==> src/rtl/music_pkg.sv <==
// rtl/music_pkg.sv - shared types and constants for the song playback controller
// Contents: seq_state_t FSM encoding, default song index width, LFSR seed/taps.
package music_pkg;

  typedef enum logic [1:0] {
    PAUSED    = 2'd0,
    PLAYING   = 2'd1,
    ADVANCE   = 2'd2,
    DONE_WAIT = 2'd3
  } seq_state_t;

  localparam int SONG_W_DEFAULT = 2;

  // x^8 + x^6 + x^5 + x^4 + 1 -> feedback from bits 7,5,4,3
  localparam logic [7:0] LFSR_SEED = 8'h01;
  localparam logic [7:0] LFSR_TAPS = 8'hB8;

endpackage

==> src/rtl/song_sequencer_if.sv <==
// rtl/song_sequencer_if.sv - control/status bundle between buttons, sequencer and song_reader
// master: drives play_button, next_button, loop_all, song_done; observes play, song, reset_player, playing
// slave : the sequencer side (inputs/outputs reversed)
interface song_sequencer_if
  import music_pkg::*;
#(
  parameter int SONG_W = SONG_W_DEFAULT
);
  logic              play_button;
  logic              next_button;
  logic              loop_all;
  logic              song_done;
  logic              play;
  logic [SONG_W-1:0] song;
  logic              reset_player;
  logic              playing;

  modport master (
    output play_button, next_button, loop_all, song_done,
    input  play, song, reset_player, playing
  );

  modport slave (
    input  play_button, next_button, loop_all, song_done,
    output play, song, reset_player, playing
  );
endinterface

==> src/rtl/song_sequencer_lfsr8.sv <==
// rtl/song_sequencer_lfsr8.sv - free-running 8-bit Fibonacci LFSR used to pick shuffled songs
// Ports: clk, reset (async active-low, loads seed), out[7:0] current LFSR state.
module lfsr8
  import music_pkg::*;
(
  input  logic       clk,
  input  logic       reset,
  output logic [7:0] out
);

  always_ff @(posedge clk or negedge reset) begin
    if (!reset) begin
      out <= LFSR_SEED;
    end else begin
      out <= {out[6:0], ^(out & LFSR_TAPS)};
    end
  end

endmodule

==> src/rtl/song_sequencer.sv <==
// rtl/song_sequencer.sv - playback FSM: play/pause, skip, auto-advance and wrap for song_reader
// Ports: clk, reset (async active-low), bus (song_sequencer_if.slave: buttons/song_done in,
//        play/song/reset_player/playing out; all outputs registered).
// Build option: SONG_SEQUENCER_SHUFFLE_EN selects LFSR-driven song order and disables the
//               stop after the last song; undefined gives sequential order with wrap.
module song_sequencer
  import music_pkg::*;
#(
  parameter int SONG_W = SONG_W_DEFAULT
) (
  input  logic              clk,
  input  logic              reset,
  song_sequencer_if.slave   bus
);

  localparam logic [SONG_W-1:0] LAST_SONG = '1;

  seq_state_t        state;
  logic              play_q;
  logic              rp_q;
  logic              resume_q;
  logic [SONG_W-1:0] song_q;
  logic [SONG_W-1:0] next_song;
  logic              stop_at_end;

  assign bus.play         = play_q;
  assign bus.playing      = play_q;
  assign bus.song         = song_q;
  assign bus.reset_player = rp_q;

`ifdef SONG_SEQUENCER_SHUFFLE_EN
  logic [7:0] lfsr_out;
  logic       unused_loop_all;

  lfsr8 u_lfsr (
    .clk   (clk),
    .reset (reset),
    .out   (lfsr_out)
  );

  // Never replay the current song: bump a colliding candidate by one.
  always_comb begin
    next_song = lfsr_out[SONG_W-1:0];
    if (next_song == song_q) begin
      next_song = next_song + 1'b1;
    end
  end

  assign stop_at_end     = 1'b0;
  assign unused_loop_all = bus.loop_all;
`else
  assign next_song   = song_q + 1'b1;
  assign stop_at_end = (song_q == LAST_SONG) && !bus.loop_all;
`endif

  always_ff @(posedge clk or negedge reset) begin
    if (!reset) begin
      state    <= PAUSED;
      play_q   <= 1'b0;
      rp_q     <= 1'b0;
      resume_q <= 1'b0;
      song_q   <= '0;
    end else begin
      rp_q <= 1'b0;
      case (state)
        PAUSED: begin
          if (bus.next_button) begin
            state    <= ADVANCE;
            resume_q <= 1'b0;
            rp_q     <= 1'b1;
            song_q   <= next_song;
          end else if (bus.play_button) begin
            state  <= PLAYING;
            play_q <= 1'b1;
          end
        end
        PLAYING: begin
          // next wins over song_done; either one gives a single advance
          if (bus.next_button || bus.song_done) begin
            state    <= ADVANCE;
            play_q   <= 1'b0;
            rp_q     <= 1'b1;
            song_q   <= next_song;
            resume_q <= bus.next_button || !stop_at_end;
          end else if (bus.play_button) begin
            state  <= PAUSED;
            play_q <= 1'b0;
          end
        end
        ADVANCE: begin
          // If song_done is already low there is nothing to wait for, so the
          // DONE_WAIT exit is taken directly; this lets a skip resume one cycle
          // after the reset_player pulse.
          if (bus.song_done) begin
            state <= DONE_WAIT;
          end else begin
            state  <= resume_q ? PLAYING : PAUSED;
            play_q <= resume_q;
          end
        end
        DONE_WAIT: begin
          resume_q <= resume_q ^ bus.play_button;
          if (!bus.song_done) begin
            state  <= (resume_q ^ bus.play_button) ? PLAYING : PAUSED;
            play_q <= resume_q ^ bus.play_button;
          end
        end
        default: begin
          state  <= PAUSED;
          play_q <= 1'b0;
        end
      endcase
    end
  end

endmodule

==> src/flat_wrapper.sv <==
// flat-port wrapper written by rule: the top's interface ports become plain ports
module song_sequencer_flat import music_pkg::*;
#(
  parameter int SONG_W = SONG_W_DEFAULT
)
  (clk, reset, bus_play_button, bus_next_button, bus_loop_all, bus_song_done, bus_play, bus_song, bus_reset_player, bus_playing);
  song_sequencer_if #(.SONG_W(SONG_W)) bus_i ();
  input  logic clk;
  input  logic reset;
  input wire logic [$bits(bus_i.play_button)-1:0] bus_play_button;
  input wire logic [$bits(bus_i.next_button)-1:0] bus_next_button;
  input wire logic [$bits(bus_i.loop_all)-1:0] bus_loop_all;
  input wire logic [$bits(bus_i.song_done)-1:0] bus_song_done;
  output wire logic [$bits(bus_i.play)-1:0] bus_play;
  output wire logic [$bits(bus_i.song)-1:0] bus_song;
  output wire logic [$bits(bus_i.reset_player)-1:0] bus_reset_player;
  output wire logic [$bits(bus_i.playing)-1:0] bus_playing;
  assign bus_i.play_button = bus_play_button;
  assign bus_i.next_button = bus_next_button;
  assign bus_i.loop_all = bus_loop_all;
  assign bus_i.song_done = bus_song_done;
  assign bus_play = bus_i.play;
  assign bus_song = bus_i.song;
  assign bus_reset_player = bus_i.reset_player;
  assign bus_playing = bus_i.playing;
  song_sequencer #(.SONG_W(SONG_W)) u_core (.clk(clk), .reset(reset), .bus(bus_i));
endmodule
==> config.mk <==
export PLATFORM = sky130hd
export DESIGN_NAME = song_sequencer_flat
export DESIGN_NICKNAME = d
export VERILOG_FILES = /design/src/rtl/music_pkg.sv /design/src/rtl/song_sequencer_if.sv /design/src/rtl/song_sequencer_lfsr8.sv /design/src/rtl/song_sequencer.sv /design/src/flat_wrapper.sv
export SDC_FILE = /design/constraint.sdc
export NUM_CORES = 1
export LEC_CHECK = 0
export ABC_AREA = 1
export CAP_MARGIN = 25
export CORE_AREA = 2 2 39 41
export DETAILED_ROUTE_END_ITERATION = 12
export DIE_AREA = 0 0 41 43
export SLEW_MARGIN = 40
export SYNTH_ARGS = -nofsm -noshare
export SYNTH_HDL_FRONTEND = slang
export SYNTH_SLANG_ARGS = --single-unit
==> constraint.sdc <==
create_clock -name clk -period 1.3 [get_ports clk]
set_clock_uncertainty 0.15 [all_clocks]
set_input_delay 0.195 -clock clk [delete_from_list [all_inputs] [get_ports clk]]
set_output_delay 0.195 -clock clk [all_outputs]
set_load 0.03 [all_outputs]
### Word-level counts from Yosys, hierarchy flattened

Index checks and enable logic that the tools add are counted.

* flip-flop bits (word level): 7
* bits in latches: 0
* memory bits (writable): 0
* memory bits (read-only): 0
* output and inout bits: 5
* word-level logic and storage cells: 56
* memories kept: 0

* $add $sub $neg: 1
* multipliers: 0
* divide/modulo/power cells: 0
* magnitude comparators: 0
* eq/ne operators: 12
* shift operators: 0
* mux-type cells: 25
* bitwise logic cells: 1
* reductions and logical operators: 12

Operators by type and width (count)
* two-way mux 2 bit: 8
* two-way mux 1 bit: 12
* inequality test 2 bit, second input constant: 5
* AND reduction 3 bit: 3
* case mux 2 bit (4 select lines): 1
* == test 2 bit, second input constant: 3
* AND reduction 5 bit: 1
* case mux 1 bit (4 select lines): 1
* case mux 2 bit (2 select lines): 1
* inequality test 3 x 2 -> 1 bit, second input constant: 1
* inequality test 3 bit, second input constant: 1
* case mux 1 bit (3 select lines): 1
* nonzero test 3 bit: 1
* adder 2 x 1 -> 2 bit, second input constant: 1
* == test 2 x 1 -> 1 bit, second input constant: 1
* logical NOT 1 bit: 2
* logical NOT 2 bit: 1
* logical OR 1 bit: 2
* inequality test 2 x 1 -> 1 bit, second input constant: 1
* case mux 1 bit (2 select lines): 1
* nonzero test 2 bit: 1
* logical AND 1 bit: 1
* bitwise XOR 1 bit: 1

### Longest topological paths before layout

* depth after elaboration: 6
* depth in mapped cells: 7
* gate-level depth less buffers: 7

### Least setup slack after synthesis

Ideal clock, no wire load.

* kind: register to register
* start point: register u_core.song_q[0], in the netlist u_core.bus.song[0]
* end point: register u_core.resume_q
* setup time: 126 ps
* data arrival time: 1043 ps
* data required time: 1024 ps
* slack: -19 ps
* stages on the path, launching flop included: 7
* clock period less this slack: 1319 ps
* path through: dfrtp_1 -> ha_1 -> nand2_1 -> o21ai_0 -> nand2_1 -> nand2_1 -> o21ai_0

* word-level cells in the longest chain between the ends: 6

RTL lines
* start: declaration: RTL line song_sequencer.sv:22 `logic [SONG_W-1:0] song_q;`
* start signal: assignment: RTL line song_sequencer.sv:71 `song_q <= next_song;`
* start signal: assignment: RTL line song_sequencer.sv:83 `song_q <= next_song;`
* == test 2 bit: RTL line song_sequencer.sv:53 `assign stop_at_end = (song_q == LAST_SONG) && !bus.loop_all;`
* logical AND 1 bit: RTL line song_sequencer.sv:53
* logical NOT 1 bit: RTL line song_sequencer.sv:84 `resume_q <= bus.next_button || !stop_at_end;`
* logical OR 1 bit: RTL line song_sequencer.sv:84
* two-way mux 1 bit: RTL line song_sequencer.sv:79 `if (bus.next_button || bus.song_done) begin`
* case mux 1 bit (3 select lines): RTL line song_sequencer.sv:65 `case (state)`
* end signal: assignment: RTL line song_sequencer.sv:84
* end signal: assignment: RTL line song_sequencer.sv:102 `resume_q <= resume_q ^ bus.play_button;`
* end: declaration: RTL line song_sequencer.sv:21 `logic resume_q;`

No other way between the ends. The select of a mux whose other input is x is not followed.
A chain may end at the register's enable or synchronous reset.

### Worst setup path after layout

* start point: register u_core.state[1]
* end point: register u_core.play_q, in the netlist u_core.bus.play

* word-level cells in the longest chain between the ends: 3
* elaborated cells between the ends (all ways): 11
* classes of those cells: 8 x eq/ne; 1 x mux; 2 x reduce/logical

RTL lines
* start: declaration: RTL line song_sequencer.sv:18 `seq_state_t state;`
* start signal: assignment: RTL line song_sequencer.sv:97 `state <= resume_q ? PLAYING : PAUSED;`
* start signal: assignment: RTL line song_sequencer.sv:104 `state <= (resume_q ^ bus.play_button) ? PLAYING : PAUSED;`
* == test 2 x 1 -> 1 bit (tied with other cells): RTL line song_sequencer.sv:65
* inequality test 3 x 2 -> 1 bit (no line) or inequality test 2 bit (tied branches)
* AND reduction 5 bit (no line)
* end signal: assignment: RTL line song_sequencer.sv:98 `play_q <= resume_q;`
* end signal: assignment: RTL line song_sequencer.sv:105 `play_q <= resume_q ^ bus.play_button;`
* end: declaration: RTL line song_sequencer.sv:19 `logic play_q;`

Several ways; a longest one is shown, not always the timed one.

==> results by group <==
CTS
  • Total clock sinks: 7
  • Number of clock buffers inserted by TritonCTS: 3
  • H-tree lvl count: 1
  • Clock network latency to the later pin of the worst-skew pair: 250 ps
  • CTS Root Buffer Type: clkbuf_4
  • CTS max path bufs: 2
  • Worst-path clk slew: about 50 ps
  • Count of hold-fix buffers inserted at cts: 0
  • Clock tree from TritonCTS: done

Timing
  • Actual slew at the worst max-slew pin: 296.9 ps
  • Time the worst path needs with I/O delays and setup: 1271 ps
  • Final clock period utilization by the worst path: just under 100%
  • Final-layout worst hold slack: 45.83 ps
  • Endpoints failing setup: 0
  • Maximum frequency from static timing analysis: 787.0 MHz
  • Final total negative setup slack: 0 ps
  • Setup repair after global routing missed its margin: true
  • Max-slew violation total from the final report: 0
  • Final hold viol count: 0
  • Max transition margin: 80.14%

Final layout
  • Antenna fix cells: 0
  • Net count reported at finish: 93
  • Non-Filler Instances: 101
  • Total area of sequential cells: between 150 and 200 um^2
  • Post-synthesis to final-layout area growth: 52.27%
  • Ratio of cells with drive above 1 in the final layout: 37.65%
  • Fill count: ~140
  • Area of combinational cells with multiple inputs: 252.7 um^2
  • Final Cell Area: 670.6 um^2

Setup path
  • Startpoint type of the worst setup path: flop
  • Critical path peak fanout: 4
  • Sort of element at the end of the critical path: flop
  • Critical Path AT: roughly 1300 ps
  • Critical path start-end classification: reg -> reg
  • Critical Path RT: roughly 1300 ps

Place
  • Post-detail-place hpwl: around 790 um
  • Total of buffers placed on input and output ports: 10
  • Final RePlAce weighted congestion: between 0.7 and 0.8
  • Number of placed instances with taps included: 97
  • Total cell area at the placement stage: 610.6 um^2

Synthesis
  • Count of mapped cells out of synthesis: 63
  • Syn_area_per_cell: about 7 um^2
  • Post-synthesis register bit count: 7
  • Sequential share of the synthesized area: 39.77%
  • Post-synthesis cell area: 440.4 um^2
  • Syn nets: 70
  • Synth Warn #: 0
  • Number of distinct library cell variants in the gate-level netlist after synthesis: 14

Route
  • Avg WL per Cell: 10.24 um
  • DR pass1 iterations: 4
  • Via density per instance: 4.683
  • Vias post-DR: 473
  • DRC errors left: 0
  • Remaining antenna violation count after routing: 0
  • Starting DRT DRC Count: 10
  • Post-detailed-routing wire length: 1.034 mm

Die
  • Site Rows: 14
  • Vertical die dimension: 43 um
  • Width of the die: between 40 and 50 um
  • Boundary Pins: 11
  • Core Area: 1384 um^2
  • Die ar.: ~1800 um^2
  • Starting Density: a little under a third

Outcome
  • Status: finished clean

Pwr
  • Leak Pwr: approximately 0.35 nW
  • Maximum resistive drop on vdd: 1028 uV
  • Total power: 0.001662 W
  • PwrDens: 2479 nW/um^2

GRT
  • Via count of the first global-routing pass: 396
  • Aggregate global-route resource usage: 13.07%
  • Number of antenna violations at the first check in global routing: 0
  • Remaining global-route overflow: 0
  • Largest net degree at the start of global routing: 8
  • First-pass GRT wire length: about 1.6 mm

Hold path
  • Class of the most critical hold timing path: in -> async

Flow run
  • Max-cap violation count: 0
[placed cells by master (no fill, tap or decap)]
cell | Yosys | layout
nand4_1 | 1 | 1
dfrtp_2 | 0 | 3
clkbuf_1 | 0 | 1
clkbuf_4 | 0 | 3
clkdlybuf4s50_1 | 0 | 5
nand3b_1 | 1 | 1
nand3_2 | 0 | 2
inv_1 | 9 | 8
o21ai_2 | 0 | 1
nand2_2 | 3 | 4
o21ai_0 | 4 | 3
nor2_1 | 6 | 3
nor2_2 | 0 | 2
buf_4 | 1 | 13
xor2_1 | 1 | 1
buf_6 | 0 | 1
o21ai_1 | 1 | 1
nand2_1 | 19 | 18
nor2_4 | 1 | 2
dfrtp_1 | 7 | 4
ha_1 | 1 | 1
inv_2 | 0 | 1
nand3_1 | 8 | 6
[synth_stat cells]
library cell / n / area (um^2)
nor2_1: 6 / 22.52
nand2_2: 3 / 18.77
nand4_1: 1 / 6.260
o21ai_1: 1 / 5.000
dfrtp_1: 7 / 175.2
o21ai_0: 4 / 20.02
nand3b_1: 1 / 7.510
buf_4: 1 / 7.510
nor2_4: 1 / 11.26
ha_1: 1 / 12.51
nand2_1: 19 / 71.32
nand3_1: 8 / 40.04
xor2_1: 1 / 8.760
inv_1: 9 / 33.78
[kinds of logic after synthesis]
group	share of synthesized area (%)
adder cells (fa/ha/maj)	2.840
AO/OA/AOI/OAI	5.681
flip-flops	39.77
XOR/XNOR	1.989
buffers and inverters	9.375
AND/OR/NAND/NOR	40.34
[power breakdown]
| group | internal, W | total, W | switching [W] |
|---|---|---|---|
| clock | 0.000117 | 0.000194 | 0.0000772 |
| combinational | 0.000437 | 0.00102 | 0.000587 |
| sequential | 0.000341 | 0.000444 | 0.000103 |
[layer usage]
metal	vias up	GRT usage, %	share of wire (%)
li1	240	-	-
met1	213	17.88	44
met2	16	18.75	47
met3	4	3.141	5.7
met4	0	6.000	3.7
met5	-	0	0
[through the flow]
step           util (%)  worst slack (ps)
6_report          48.46             29.40
5_1_grt           48.46            -55.70
4_1_cts           46.02            -5.985
3_5_place_dp      44.12            -221.2
3_3_place_gp      44.12            -206.2
2_1_floorplan         -             79.79
[worst paths after layout]
kind / start / to / slack [ps] / depth (start not counted)
setup / recovery: u_core.state[1] / u_core.bus.play / 30 / 7
hold / removal: reset / u_core.bus.play / 50 / 1
setup reg to reg: u_core.state[1] / u_core.bus.play / 30 / 7
hold reg to reg: u_core.bus.song[0] / u_core.bus.song[0] / 340 / 1
max in group asynchronous: reset / u_core.bus.song[0] / 710 / 1
min in group clk: u_core.bus.song[0] / u_core.bus.song[0] / 340 / 1
[worst max-delay path: stages, from the launching register on]
cell and delay, ps:
dfrtp_1 420, buf_6 150, inv_1 90, nand3_2 80
nor2_2 110, nor2_1 50, nand3_1 60, nand2_1 50
[repair_timing]
item | 4_1_cts | 5_1_grt
gates cloned | 0 | 0
endpoints found under the setup margin | 1 | 4
pin swaps | 0 | 4
gates resized for setup | 0 | 12
buffers inserted | 0 | 0
[flip-flops by register name (all words and copies together), names as in the netlist]
name	count
u_core.bus.play	1
u_core.bus.reset_player	1
u_core.bus.song	2
u_core.resume_q	1
u_core.state	2
[cell type report]
type	instances	share of cell area, %
multi-input cells	46	37.69
flip-flops and latches	7	26.68
repair buffers	19	23.69
inverters	9	5.037
clock buffers	4	3.918
well taps	16	2.985
No activity file was read; power rests on OpenSTA's default activity.
